`src/rtl/bit_syn_pkg.sv`:
```
// bit_syn_pkg: shared defaults and legal stage-count bounds for the bit synchronizer.
package bit_syn_pkg;
  localparam int NO_S_DEFAULT      = 2;
  localparam int BUS_WIDTH_DEFAULT = 4;
  localparam int NO_S_MIN          = 2;
  localparam int NO_S_MAX          = 8;
endpackage

```
`src/rtl/bit_syn_chain.sv`:
```
// bit_syn_chain: one single-bit no_s-stage synchronizer chain with synchronous reset.
module bit_syn_chain
  import bit_syn_pkg::*;
#(
  parameter int no_s = NO_S_DEFAULT
) (
  input  logic clk,
  input  logic rst,
  input  logic d,
  output logic q
);
  // Keep synthesis from retiming or merging the metastability-settling flops.
  (* ASYNC_REG = "TRUE" *) logic [no_s-1:0] stg;
  always_ff @(posedge clk)
    stg <= rst ? '0 : {stg[no_s-2:0], d};
  assign q = stg[no_s-1];
endmodule

```
`src/rtl/bit_syn.sv`:
```
// bit_syn: per-bit multi-flop synchronizer bus; BIT_SYN_PULSE_EN adds a registered rising-edge pulse per bit.
module bit_syn
  import bit_syn_pkg::*;
#(
  parameter int no_s      = NO_S_DEFAULT,
  parameter int bus_width = BUS_WIDTH_DEFAULT
) (
  input  logic                 CLK,
  input  logic                 RST,
  input  logic [bus_width-1:0] ASYNC,
`ifdef BIT_SYN_PULSE_EN
  output logic [bus_width-1:0] SYNC_PULSE,
`endif
  output logic [bus_width-1:0] SYNC
);
  if (no_s < NO_S_MIN || no_s > NO_S_MAX || bus_width < 1) begin : g_bad_cfg
    $error("bit_syn: no_s must be %0d..%0d and bus_width >= 1", NO_S_MIN, NO_S_MAX);
  end
  for (genvar i = 0; i < bus_width; i++) begin : g_bit
    bit_syn_chain #(.no_s(no_s)) u_chain (
      .clk(CLK),
      .rst(RST),
      .d  (ASYNC[i]),
      .q  (SYNC[i])
    );
  end
`ifdef BIT_SYN_PULSE_EN
  logic [bus_width-1:0] prev;
  always_ff @(posedge CLK) begin
    prev       <= RST ? '0 : SYNC;
    SYNC_PULSE <= RST ? '0 : SYNC & ~prev;
  end
`endif
endmodule

```
`config.mk`:
```
export PLATFORM = sky130hd
export DESIGN_NAME = bit_syn
export DESIGN_NICKNAME = d
export VERILOG_FILES = /design/src/rtl/bit_syn_pkg.sv /design/src/rtl/bit_syn_chain.sv /design/src/rtl/bit_syn.sv
export SDC_FILE = /design/constraint.sdc
export NUM_CORES = 1
export LEC_CHECK = 0
export BUFFER_PORTS_ARGS = -buffer_cell sky130_fd_sc_hd__buf_2
export CORE_AREA = 2 2 39 41
export DETAILED_ROUTE_END_ITERATION = 10
export DIE_AREA = 0 0 41 43
export SYNTH_ARGS = -nofsm -noshare
export SYNTH_HDL_FRONTEND = slang
export SYNTH_SLANG_ARGS = --single-unit
export TNS_END_PERCENT = 30
```
`constraint.sdc`:
```
create_clock -name CLK -period 0.8 [get_ports CLK]
set_input_delay 0.2 -clock CLK [delete_from_list [all_inputs] [get_ports CLK]]
set_output_delay 0.2 -clock CLK [all_outputs]
set_load 0.05 [all_outputs]
```
==> impl_metrics.yaml <==
status:
  outcome: "complete, but fails checks"
  violations: "negative setup slack"
logic_synthesis:
  syn_inst: 20
  ys_ff_latch: 8
  ys_types: 3
  yosys_warnings: 0
  syn_area_per_cell_sq_um: 12.0
  ys_seq_area_share_pct: 66.7
  synth_nets: 26
  synth_area_sq_um: 240
cells_and_area:
  top_register: "g_bit.u_chain.stg"
  finalNonFillerCells: 44
  reg.largest.list: "g_bit.u_chain.stg (8)"
  multi_input_area_sq_um: 50.0
  regArea_sq_um: 165
  num-fill-cells: 148
  antenna_cells: 0
  nets: 36
  drive_above_1_share_pct: 57.1
  postLayoutCoreUtil_pct: 24.8
  syn_to_final_growth_pct: 42.7
  largest_reg_flops: 8
pwr:
  combPwrFrac_pct: 10.0
  power_frac_seq_pct: 53.3
  p_sw_mw: 0.170
  clock_power_share_pct: 36.7
  ir_drop_uv: 579
  power.density_nw_per_um2: 2330
  swShare_pct: 21.3
  p_leak_nw: 0.148
  p_int_mw: 0.629
  totalPowerFinal_mw: 0.799
timing:
  finalWorstSetupSlack_ns: -0.107
  grt_setup_unrepaired: "yes"
  timing.final.crit_share_pct: 113
  final-max-slew-violation-count: 0
  max_freq_ghz: 1.10
  hold_violations: 0
  max-slew-margin-rel_pct: 90.9
  min_period_ns: 0.907
  skew_ns: 0.000159
  tightestPinTransition_ns: 0.136
  setup_viol: 4
cts:
  ctsRootBufferMaster: "clkbuf_4"
  clock_latency_ns: 0.24
  cts.clk_slew.worst_paths_ns: 0.05
  cts-buffers-inserted: 3
  cts_tree: "built"
  cts.sinks: 8
  max-clock-path-buffers: 2
  cts_max_level: 1
global_route:
  gr-total-overflow: 0
  grt_pass1_vias: 96
  grt_first_pass_wirelength_um: 400
  grt_max_degree: 9
  antenna_found_initial: 0
  grt_use_total_pct: 4.23
floorplan:
  die_x_um: 41
  die_area_sq_um: 1760
  initial_core_util_pct: 17.4
  core_sq_um: 1380
  row_count: 14
  ios: 10
  chipHeight_um: 43
critical_path:
  crit_chain: "buf_8"
  crit_path_start: "g_bit[2].u_chain.stg[1]"
  crit_required_ns: 0.60
  slowest_stage: "dfxtp_2"
  worstPathMaxFanout: 1
  r2r-start: "g_bit[0].u_chain.stg[0]"
  startpoint_type: "flip-flop"
  cp.arrival_ns: 0.71
  setup.worst_path.class: "reg -> out"
  crit_cells: 1
  r2r.worst_path.cells: 1
  worst-path-buf-inv: 1
  critPathTopFamily: "flip-flops"
  critPathCaptureType: "primary output"
  slowest_delay_ns: 0.33
run:
  maxCapViolCount: 0
min_path:
  worstHoldStart: "ASYNC[2]"
  hold_path_class: "in -> reg"
  min_delay_path_depth: 2
place:
  dp_slack_ns: 0.0651
  place_inst: 41
  place.gp.congestion: 0.568
  port_buffers: 9
detailed_routing:
  wirelength_um: 280
  route.detailed.wl_per_inst_um: 6.36
  drtAntennaViolNets: 0
  drt-vias-per-instance: 3.11
  routed-via-count: 137
  drtPass1Iterations: 2
  drc: 0
  first_iter_violations: 1
## area by class of cell
class                   instances  share of cell area, %
clock buffers                   3                   6.57
multi-input cells               8                   14.6
flip-flops and latches          8                   48.2
well taps                      16                   5.84
repair buffers                  9                   24.8
## cell usage in the layout, fill, tap and decap left out, drive strengths merged
master and count:
buf 9, nor2b 8, dfxtp 8, clkbuf 3
## per-stage QoR
step | hold slack, ns | TNS, ns | cell area (sq um)
after global placement | 0.416 | 0 | 275
after detailed placement | 0.415 | 0 | 275
after global routing | 0.158 | -0.545 | 343
after floorplan | 0.272 | 0 | 240
final | 0.162 | -0.428 | 343
after CTS | 0.149 | -0.497 | 339
## synthesized netlist by cell type
library cell  instances  area (sq um)
nor2b_1               8          50.1
dfxtp_1               8           160
buf_4                 4          30.0
## logic make-up (layout without fill, tap and decap cells)
family,Yosys count,after routing,synth area share [%]
flip-flops,8,8,66.7
buffers and inverters,4,12,12.5
AND/OR/NAND/NOR,8,8,20.8
## what timing repair did
action / CTS / global route
setup buffers: 0 / 0
gates cloned: 0 / 0
hold buffers: 0 / 0
endpoints found under the setup margin: 4 / 4
resized for setup: 15 / 1
## final timing paths
kind         slack, ns                       to
max              -0.11                  SYNC[2]
min               0.16  g_bit[2].u_chain.stg[0]
max reg2reg       0.28  g_bit[0].u_chain.stg[1]
min reg2reg       0.44  g_bit[1].u_chain.stg[1]
## power by group through the flow
stage	sequential [mW]	combinational, mW	clock [mW]
after floorplan	0.429	0.0524	0
after global placement	0.429	0.0642	0
after detailed placement	0.429	0.0653	0
after CTS	0.425	0.0793	0.318
after global routing	0.426	0.0847	0.338
final	0.426	0.0800	0.293
## layer usage
metal / GRT usage, % / up-vias / wire (um)
li1: - / 72 / -
met1: 4.85 / 55 / 123
met2: 2.81 / 10 / 107
met3: 3.14 / 0 / 49
met4: 8.00 / 0 / 0
met5: 0 / - / 0
No activity file was read; power rests on OpenSTA's default activity.
